===== config.mk =====
export PLATFORM = sky130hd
export DESIGN_NAME = fp_round_normalizer
export DESIGN_NICKNAME = d
export VERILOG_FILES = /design/src/rtl/fp_round_normalizer.sv
export SDC_FILE = /design/constraint.sdc
export NUM_CORES = 1
export LEC_CHECK = 0
export ABC_AREA = 1
export CORE_MARGIN = 2
export CORE_UTILIZATION = 35
export CTS_BUF_LIST = sky130_fd_sc_hd__clkbuf_8 sky130_fd_sc_hd__clkbuf_16
export CTS_CLUSTER_DIAMETER = 40
export DETAILED_ROUTE_END_ITERATION = 7
export HOLD_SLACK_MARGIN = 0.1
export PLACE_DENSITY = 0.58
export SETUP_SLACK_MARGIN = 0.2
export SLEW_MARGIN = 20
export SYNTH_ARGS = -nofsm -noshare
export SYNTH_HDL_FRONTEND = slang
export SYNTH_SLANG_ARGS = --single-unit

===== constraint.sdc =====
create_clock -name clk -period 2.1 [get_ports clk]
set_clock_uncertainty 0.1 [all_clocks]
set_input_delay 0.525 -clock clk [delete_from_list [all_inputs] [get_ports clk]]
set_output_delay 0.525 -clock clk [all_outputs]
set_load 0.1 [all_outputs]

===== src/rtl/fp_round_normalizer.sv =====
// Normalize-and-round stage: 12-bit sign-magnitude in, 8-bit {S,E[2:0],F[3:0]} out.
// Leading-one search shifts one bit per cycle; result leaves through a valid/ready handshake.
module fp_round_normalizer (
    input  logic        clk,
    input  logic        rst,
    input  logic        in_valid,
    output logic        in_ready,
    input  logic        sign_in,
    input  logic [11:0] mag_in,
    output logic        out_valid,
    input  logic        out_ready,
    output logic [7:0]  fp_out
);

    typedef enum logic [1:0] {IDLE, SHIFT, ROUND, DONE} state_t;

    state_t      state;
    logic [11:0] m;
    logic [2:0]  e;
    logic        s;

    logic [3:0]  f;
    logic        r;
    logic [4:0]  f_inc;
    logic [3:0]  f_rnd;
    logic [2:0]  e_rnd;

    assign f        = m[10:7];
    assign r        = m[6];
    assign f_inc    = {1'b0, f} + 5'd1;
    assign in_ready = (state == IDLE);

    // Round half-up; a carry out of F renormalizes, or saturates at the top exponent.
    always_comb begin
        f_rnd = f;
        e_rnd = e;
        if (r) begin
            if (!f_inc[4]) begin
                f_rnd = f_inc[3:0];
            end else if (e != 3'd7) begin
                f_rnd = 4'd8;
                e_rnd = e + 3'd1;
            end else begin
                f_rnd = 4'd15;
                e_rnd = 3'd7;
            end
        end
    end

    always_ff @(posedge clk or posedge rst) begin
        if (rst) begin
            state     <= IDLE;
            m         <= 12'd0;
            e         <= 3'd0;
            s         <= 1'b0;
            out_valid <= 1'b0;
            fp_out    <= 8'h00;
        end else begin
            case (state)
                IDLE: begin
                    if (in_valid) begin
                        m     <= mag_in;
                        s     <= sign_in;
                        e     <= 3'd7;
                        state <= SHIFT;
                    end
                end
                SHIFT: begin
                    // m[11] is never set by upstream; treating it as normalized keeps the search bounded
                    if (m[11] || m[10] || e == 3'd0) begin
                        state <= ROUND;
                    end else begin
                        m <= {m[10:0], 1'b0};
                        e <= e - 3'd1;
                    end
                end
                ROUND: begin
                    fp_out    <= {s, e_rnd, f_rnd};
                    out_valid <= 1'b1;
                    state     <= DONE;
                end
                DONE: begin
                    if (out_ready) begin
                        out_valid <= 1'b0;
                        state     <= IDLE;
                    end
                end
                default: state <= IDLE;
            endcase
        end
    end

endmodule


* After elaboration in Yosys (flattened, before gate mapping)
Index checks and enable logic that the tools add are counted.
** Word-level totals
- Register bits after elaboration :: 27
- Latch bits :: 0
- Bits in writable memories :: 0
- Memory bits (read-only) :: 0
- Input bits :: 17
- Output and inout port bits :: 10
- Word-level logic and storage cells :: 45
- Memories kept :: 0
** Operators by class
- Add/subtract/negate cells :: 3
- Multiply operators :: 0
- Divide/modulo/power cells :: 0
- Magnitude comparators :: 0
- Equal/unequal tests :: 8
- Shift-type cells :: 0
- Multiplexer cells :: 18
- Bitwise gates (word level) :: 0
- Reductions and logical operators :: 10
** Operators by type and width (number)
- 12-bit two-way mux :: 2
- 12-bit case mux with 2 select lines :: 1
- 3-bit two-way mux :: 6
- 4-bit two-way mux :: 2
- 2-bit != test, second input constant :: 4
- 2-bit case mux with 4 select lines :: 1
- 2-bit two-way mux :: 3
- 3-bit case mux with 2 select lines :: 1
- 3-bit AND reduction :: 2
- 4-bit by 1-bit adder with 5-bit output, second input constant :: 1
- 2-bit == test, second input constant :: 2
- 2-bit AND reduction :: 2
- 2-bit nonzero test :: 2
- 3-bit by 1-bit adder with 3-bit output, second input constant :: 1
- 3-bit logical NOT :: 1
- 3-bit != test, second input constant :: 1
- 3-bit by 1-bit subtractor with 3-bit output, second input constant :: 1
- 2-bit by 1-bit == test with 1-bit output, second input constant :: 1
- 2-bit logical NOT :: 1
- 1-bit logical OR :: 2
- 1-bit case mux with 2 select lines :: 1
- 1-bit two-way mux :: 1

* Longest topological paths before layout
Gate-level depths: netlist of run 1.
- Word-level depth :: 4
- Mapped depth :: 9
- Depth with buffers taken out :: 8

* Worst setup path before layout of run 1
Ideal clock, no wire load.
- Path type :: reg2reg
- Start point :: reg state[0]
- End point :: reg m[1]
- Library setup time :: 0.117 ns
- Arrival time :: 2.098 ns
- Data required time :: 1.883 ns
- Path slack :: -0.215 ns
- Cell stages (with the launch flop) :: 7
- Path buffers :: 1
- Period minus slack after synthesis :: 2.315 ns
- Cells stage by stage :: dfrtp_1 inv_1 ha_1 nand2_1 buf_2 nand4_1 nand2_1
** Between the ends
- Cells in the longest elaborated chain, start to end :: 3
- Elaborated cells on any way between the ends :: 7
- Those cells by class :: 3 x eq/ne; 1 x mux; 3 x reduce/logical
** RTL lines
- start, declared :: line 17 : state_t state;
- start signal, assigned :: line 52 : state <= IDLE;
- start signal, assigned :: line 65 : state <= SHIFT;
- start signal, assigned :: line 71 : state <= ROUND;
- 2-bit logical NOT (*)
- via in_ready :: line 7 : output logic in_ready,
- 2-bit != test (no source line) or 2-bit nonzero test (tied branches)
- 3-bit AND reduction (no source line)
- end signal, assigned :: line 62 : m <= mag_in;
- end signal, assigned :: line 73 : m <= {m[10:0], 1'b0};
- end, declared :: line 18 : logic [11:0] m;
Mark *: on every way through the listed nets, which the timed path passes. The rest lies on a longest branch.
A chain may end at the register's enable or synchronous reset.

* Worst setup path after layout of run 1
- Start point :: reg state[0]
- End point :: out in_ready
** Between the ends
- Cells in the longest elaborated chain, start to end :: 1
** RTL lines
- 2-bit logical NOT :: line 31 : assign in_ready = (state == IDLE);
- end, declared :: line 7
Every way passes these cells.

==> impl_results.md, run 1 <==
- Status: completed
- Fin crit share: 86.7%
- WP data required: 1.47 ns
- Initial DRT Pass Iterations: 4
- CORE AREA: 4410 sq um
- CTS tree: done
- Headroom to the max-slew limit: about three quarters
- Setup_tns: 0 ns
- Delay-heaviest family, CP: flip-flops
- H-tree depth: 1
- Vias in the first global route: 1409
- Synthesis-stage register bit count: 27
- YS warnings: 0
- Slew Viols, Final: 0
- IO Count: 27
- Largest family of logic cells by synthesized area: simple AND/OR/NAND/NOR gates
- M1 GR Usage: 21.3%
- Final GP Congestion: 0.765
- Largest stage delay on the critical path: 0.44 ns
- Least-Margin Pin Slew: 0.386 ns
- Adder-cell share of the synthesized area: under 10%
- WP buf/inv: 2
- Met2 usage: 24.2%
- Clock Latency Late Sink: ~0.28 ns
- GRT busiest layer: met2
- Post-Synth XOR/XNOR Area: 0%
- Hold Path Class: reg -> reg
- Post-synthesis compound-gate area fraction: 4.49%
- Library cells used by synthesis: 22
- Layout Nets: 270
- Net count after synthesis: 241
- Synth Instances: roughly 220
- First-pass GRT wire length: 6270 um
- Placed wire-length estimate: 2480 um
- PortBufs: 26
- Setup crit end kind: primary output
- Initial Util: 36.6%
- Clk root buf: clkbuf_8
- Die width: 72.0 um
- Fill count: between 400 and 500
- Max Buffers Root-to-Sink: 2
- RSZ-0062 raised after global routing: false
- Reg2reg end: e[2]
- Final Hold Fails: 0
- Met3 usage: around 1.5%
- GRT overflow: 0
- Gr usage total: between 10% and 20%
- Die footprint: between 5000 and 6000 sq um
- Simple-gate share of the synthesized area: 39.0%
- Via density per instance: 4.84
- Top FF cell, synth: dfrtp_1
- Worst-path maximum fanout: 6
- Largest net degree at the start of global routing: 28
- Antenna Nets Post-Route: 0
- Post-synth EDFFs: 0
- Share of layout cells above drive strength 1: 15.2%
- CP max stage cell: dfrtp_1
- CTS sink count: 27
- Worst EP arrival: 1.20 ns
- Min-delay src: m[3]
- DR WL/cell: 11.6 um
- Antenna violations before repair: 0
- Syn Area/Cell: 7.52 sq um
- Worst path cell trace: inv_2 > ha_4 > buf_12
- Asr flop ratio synth: 100%
- Crit path time final: approximately 1.8 ns
- Clk pin slew, worst setup/hold paths: 0.10 ns
- Max-Cap Viols: 0
- # DRC: 0
- 1st-iter DRT viols: approximately 120
- Crit Path Category: reg -> out
- Cts repair resizes: 0
- Seq/Total Area, Yosys: 41.8%
- Hold_buf cts: 0
- Area grow syn2layout: 29.1%
- Mapped Area: roughly 1600 sq um
- Hold Path Depth: 2
- CTS buffer count: 3
- Mux share of post-synthesis cell area: 0%
- Total Wirelength: 3420 um
- Row cnt: 24
- Worst Hold End: m[3]
- Final setup viols: 0
- Peak Freq: 549 MHz
- Via Count: ~1400
- Ant diodes: 0
- Die height: 72.0 um
- Post-CTS Setup Bufs: 0
- Flop-to-flop setup slack: 0.52 ns
- Reg2reg start: state[1]
- Worst reg2reg path depth: 7
- Worst setup SP type: register
[cells in the final DEF, fill, tap and decap left out]
cell	instances
nand3b_1	1
or2_1	1
nand3_4	1
a21oi_1	6
nor2_1	16
nand3_1	8
ha_1	8
clkinv_1	1
buf_12	10
clkbuf_8	3
clkdlybuf4s50_1	16
clkinvlp_4	1
inv_1	11
nand2_2	11
o2bb2ai_1	1
nand2_1	88
a31oi_1	1
buf_4	7
ha_4	1
o21bai_1	1
o21ai_0	4
inv_2	3
dfrtp_1	27
nand4_1	16
[per-layer routing]
metal	routed length [um]	vias to the layer above
met5	0	-
met4	38	0
met3	116	4
met2	1610	30
met1	1660	650
li1	-	743
[state kept, by name, summed over array words and instances, names as in the netlist]
| signal | count |
|---|---|
| state | 2 |
| out_valid | 1 |
| m | 12 |
| e | 3 |
| s | 1 |
| fp_out | 8 |
[worst max-delay path by stage]
stage                         from        to  slack (ns)  cells past startpoint
after global placement    in_valid      e[2]        0.26                      6
after global routing      state[0]  in_ready        0.22                      3
after CTS                 state[0]  in_ready        0.21                      3
after floorplan           state[0]      m[9]        0.37                      8
final                     state[0]  in_ready        0.28                      3
after detailed placement  in_valid      e[2]        0.22                      6
[Yosys cell counts, drive strengths merged, types with 4 or more instances]
cell	count	area, sq um
nand2	99	399
buf	9	68.8
o21ai	4	20.0
inv	14	52.6
nand4	16	100
a21oi	6	30.0
nand3	9	57.6
dfrtp	27	676
ha	9	113
nor2	16	60.1
[worst reg2reg max path: stages (launching register included)]
cell and delay (ns):
dfrtp_1 0.41, inv_2 0.08, ha_1 0.22, buf_4 0.18, nand2_2 0.09, nand3_4 0.21
nand2_1 0.13, nand2_1 0.06
[through the flow]
step	area, sq um	hold slack [ns]	util [%]	setup WS [ns]	std cells
2_1_floorplan	1630	0.343	-	0.374	215
3_3_place_gp	2040	0.359	46.2	0.262	291
3_5_place_dp	2040	0.373	46.2	0.225	291
4_1_cts	2090	0.400	47.3	0.214	295
5_1_grt	2090	0.423	47.3	0.224	295
6_report	2090	0.395	47.3	0.280	295
[layout make-up]
class | instances | area (sq um) | area share, %
Multi-Input combinational cell | 164 | 828 | 39.7
Sequential cell | 27 | 676 | 32.4
Tap cell | 52 | 65.1 | 3.12
Clock buffer | 3 | 41.3 | 1.98
Inverter | 15 | 56.3 | 2.70
Clock inverter | 1 | 7.51 | 0.360
Timing Repair Buffer | 33 | 413 | 19.8
[kinds of logic (layout without fill, tap and decap cells)]
logic type | after synthesis | after routing
AND/OR/NAND/NOR | 142 | 142
AO/OA/AOI/OAI | 13 | 13
adder cells (fa/ha/maj) | 9 | 9
buffers and inverters | 24 | 52
flip-flops | 27 | 27
Power of run 1 is left out: the tool's default activity adds up to more than one toggle a clock period on the data nets, which glitch-free logic cannot reach.
==> run 2, diff against run 1 <==
- CORE_ASPECT_RATIO: default -> 0.75
- PLACE_DENSITY: 0.58 -> 0.61
- clock period: 2.1 -> 1.5 ns (I/O delays scaled with it)
==> impl_results.md, run 2 (synthesis gave the netlist of run 1 again) <==
- 1st-iter DRT viols: 127
- Initial DRT Pass Iterations: 4
- CTS sink count: 27
- Hold Path Class: in -> async
- H-tree depth: 1
- Least-Margin Pin Slew: 0.295 ns
- Crit Path Category: reg -> out
- Largest register FFs: 12
- Top Registers: m: 12 flops, fp_out: 8 flops, e: 3 flops
- Clk root buf: clkbuf_8
- Die height: about 63 um
- Max-Cap Viols: 0
- Via density per instance: 4.81
- Final std cells w/o fill: 330
- Flop-to-flop setup slack: -0.07 ns
- CTS buffer count: 3
- Reg2reg end: m[11]
- Crit path time final: 1.68 ns
- Worst reg2reg path depth: 6
- WP data required: 1.02 ns
- Antenna violations before repair: 0
- DR WL/cell: 12.8 um
- Initial Util: 36.4%
- Peak Freq: 596 MHz
- Fin crit share: 112%
- Vias in the first global route: 1506
- RSZ-0062 raised after global routing: true
- Setup WS post-layout: -0.178 ns
- Final setup viols: 16
- Headroom to the max-slew limit: 80.3%
- Gr usage total: 17.0%
- Final hold slack: 0.312 ns
- Max Buffers Root-to-Sink: 2
- Die width: 82.5 um
- Most common cell after layout, fill and taps aside: nand2_1
- Total Wirelength: 4240 um
- Setup_tns: -0.757 ns
- Share of layout cells above drive strength 1: 35.9%
- Layout Nets: 300
- Biggest register: m
- Largest net degree at the start of global routing: 28
- Row cnt: 21
- GRT overflow: 0
- Placed wire-length estimate: 2660 um
- Place WS: -0.193 ns
- CTS tree: done
- Final GP Congestion: 0.800
- Status: finished, violations left
- First-pass GRT wire length: 6910 um
- Placed cell count: 314
- Clk pin slew, worst setup/hold paths: 0.11 ns
- Die footprint: 5180 sq um
- Worst setup SP type: register
- Worst EP arrival: 1.20 ns
- Slew Viols, Final: 0
- Worst-path maximum fanout: 3
- Reg2reg start: state[0]
- Ant diodes: 0
- Clock Latency Late Sink: 0.29 ns
- Area grow syn2layout: 59.3%
- Failing checks: negative setup slack
- CORE AREA: roughly 4400 sq um
- Setup crit end kind: primary output
- Via Count: 1588
- Commonest non-fill, non-tap cells in the layout: nand2_1, buf_4, dfrtp_1, nand4_1, clkdlybuf4s50_1
- PortBufs: 26
- # DRC: 0
- Final Hold Fails: 0
- Antenna Nets Post-Route: 0
- IO Count: 27
==> run 2: cell count changes in the layout (fill, tap and decap cells not counted), moves of 5 or more <==
cell | before | now
buf_4 | 7 | 22
dfrtp_2 | 0 | 9
nand3_1 | 8 | 3
buf_6 | 0 | 9
dfrtp_1 | 27 | 18
nand2_1 | 88 | 83
nand3_2 | 0 | 5
==> run 2: final cells by class <==
class,instances,area (sq um)
fillers,414,1870
multi-input cells,165,995
repair buffers,60,692
flip-flops and latches,27,687
well taps,57,71.3
inverters,15,67.6
clock buffers,3,41.3
repair inverters,2,13.8
clock inverters,1,7.51
==> run 2: worst max-delay path, stage by stage, from the launching register on <==
cell and delay, ns:
dfrtp_1 0.42, inv_2 0.09, ha_4 0.15, buf_6 0.10
buf_12 0.16
==> run 2: per-stage QoR <==
stage / area (sq um) / util [%]
final: 2570 / 58.0
after global placement: 2210 / 49.7
after CTS: 2380 / 53.7
after global routing: 2570 / 58.0
after detailed placement: 2210 / 49.7
after floorplan: 1650 / -
==> run 2: worst max path at each step <==
stage | from | end | slack, ns
2_1_floorplan | state[1] | m[9] | -0.18
3_3_place_gp | in_valid | m[10] | -0.15
3_5_place_dp | in_valid | m[11] | -0.19
4_1_cts | state[1] | in_ready | -0.18
5_1_grt | state[0] | in_ready | -0.22
6_report | state[0] | in_ready | -0.18
==> run 2: timing repair <==
action | in CTS | in global routing
endpoints found under the setup margin | 33 | 37
gates cloned | 3 | 2
hold buffers | 0 | 0
resized for setup | 21 | 28
buffers inserted | 2 | 5
pin swaps | 4 | 33
==> run 2: metal layers <==
metal,track usage [%],part of all wire (%)
met5,0,0
met4,2.08,0
met3,3.47,4.4
met2,25.7,47
met1,25.7,49
Power of run 2 is left out for the same reason.
==> run 3, diff against run 2 <==
- PLACE_DENSITY: 0.61 -> 0.58
- clock period: 1.5 -> 1.85 ns (I/O delays scaled with it)
==> impl_results.md, run 3 (synthesis gave the netlist of run 1 again) <==
- CTS sink count: 27
- Largest register FFs: 12
- First-pass GRT wire length: 6360 um
- Clk root buf: clkbuf_8
- CTS buffer count: 3
- Final Hold Fails: 0
- Commonest non-fill, non-tap cells in the layout: nand2_1, dfrtp_1, buf_4, nand4_1, clkdlybuf4s50_1
- Final setup viols: 0
- Row cnt: 21
- Final GP Congestion: 0.759
- Area grow syn2layout: 34.8%
- Hold Path Class: reg -> reg
- Worst setup SP type: register
- Die footprint: 5180 sq um
- Worst-path maximum fanout: 3
- CTS tree: done
- Total Wirelength: 3620 um
- Place WS: 0.0960 ns
- Crit Path Category: reg -> out
- Headroom to the max-slew limit: 76.4%
- DR WL/cell: 11.7 um
- Status: completed
- Initial Util: 36.4%
- Setup_tns: 0 ns
- IO Count: 27
- 1st-iter DRT viols: 43
- Hold_buf cts: 0
- Ant diodes: 0
- Fill count: between 400 and 500
- Via Count: 1491
- Vias in the first global route: 1426
- Clk pin slew, worst setup/hold paths: around 0.10 ns
- Share of layout cells above drive strength 1: 20.2%
- Die height: 62.9 um
- Antenna Nets Post-Route: 0
- Clock Latency Late Sink: 0.27 ns
- Initial DRT Pass Iterations: 4
- Peak Freq: roughly 600 MHz
- Biggest register: m
- Setup crit end kind: primary output
- Max-Cap Viols: 0
- Largest net degree at the start of global routing: 28
- CORE AREA: 4440 sq um
- Most common cell after layout, fill and taps aside: nand2_1
- Worst EP arrival: 1.10 ns
- Least-Margin Pin Slew: 0.353 ns
- # DRC: 0
- Top Registers: m: 12 flops, fp_out: 8 flops, e: 3 flops
- WP data required: ~1.3 ns
- Slew Viols, Final: 0
- Placed wire-length estimate: ~2500 um
- GRT overflow: 0
- Die width: 82.5 um
- Setup WS post-layout: roughly 0.18 ns
- PortBufs: 26
- RSZ-0062 raised after global routing: true
- Fin crit share: approximately nine tenths
- Layout Nets: 280
- Flop-to-flop setup slack: 0.22 ns
- H-tree depth: 1
- Crit path time final: 1.67 ns
- Via density per instance: 4.81
- Antenna violations before repair: 0
- Max Buffers Root-to-Sink: 2
- Gr usage total: approximately 16%
[run 3: cell types whose count changed in the layout (fill, tap and decap cells not counted), moves of 2 or more]
cell | before | now
buf_12 | 12 | 10
buf_4 | 22 | 17
buf_6 | 9 | 0
dfrtp_1 | 18 | 27
dfrtp_2 | 9 | 0
ha_1 | 4 | 7
ha_4 | 5 | 1
nand2_1 | 83 | 88
nand2_2 | 15 | 11
nand3_1 | 3 | 8
nand3_2 | 5 | 0
nor2_1 | 13 | 15
nor2_4 | 3 | 0
[run 3: final cells by class]
type | instances | area, sq um | share of cell area [%]
Clock inverter | 1 | 5.00 | 0.230
Timing Repair Buffer | 43 | 488 | 22.4
Clock buffer | 3 | 41.3 | 1.90
Sequential cell | 27 | 676 | 31.0
Multi-Input combinational cell | 164 | 833 | 38.3
Tap cell | 57 | 71.3 | 3.27
Inverter | 15 | 63.8 | 2.93
[run 3: worst max-delay path, cell delays in order (launching register included)]
cell and delay (ns):
dfrtp_1 0.41, inv_2 0.09, ha_4 0.15, buf_12 0.17
[run 3: per-stage QoR]
stage	utilization, %	cells	hold slack [ns]	instance area, sq um
floorplan	-	215	0.343	1630
global placement	46.4	298	0.358	2060
detailed placement	46.4	298	0.365	2060
CTS	48.7	309	0.388	2160
global route	49.1	310	0.414	2180
finish	49.1	310	0.388	2180
[run 3: final timing paths]
check | startpoint | endpoint | cells after the start
setup reg to reg | state[0] | m[8] | 6
hold reg to reg | m[11] | m[11] | 2
min in group asynchronous | rst | fp_out[7] | 3
max in group asynchronous | rst | fp_out[6] | 3
hold / removal | m[11] | m[11] | 2
setup / recovery | state[1] | in_ready | 3
[run 3: timing repair]
item	in CTS	in global routing
gates cloned	0	0
setup endpoints to repair	16	20
hold endpoints to repair	0	0
buffers inserted	7	1
pin swaps	1	1
gates resized for setup	2	3
[run 3: layer usage]
metal  routed length [um]  vias to the layer above  share of wire [%]  global-route usage (%)
li1                     -                      762                  -                       -
met1                 1820                      697                 50                    22.2
met2                 1620                       28                 45                    24.3
met3                  138                        4                3.8                    3.47
met4                   44                        0                1.2                    2.50
met5                    0                        -                  0                       0
Power of run 3 is left out for the same reason.
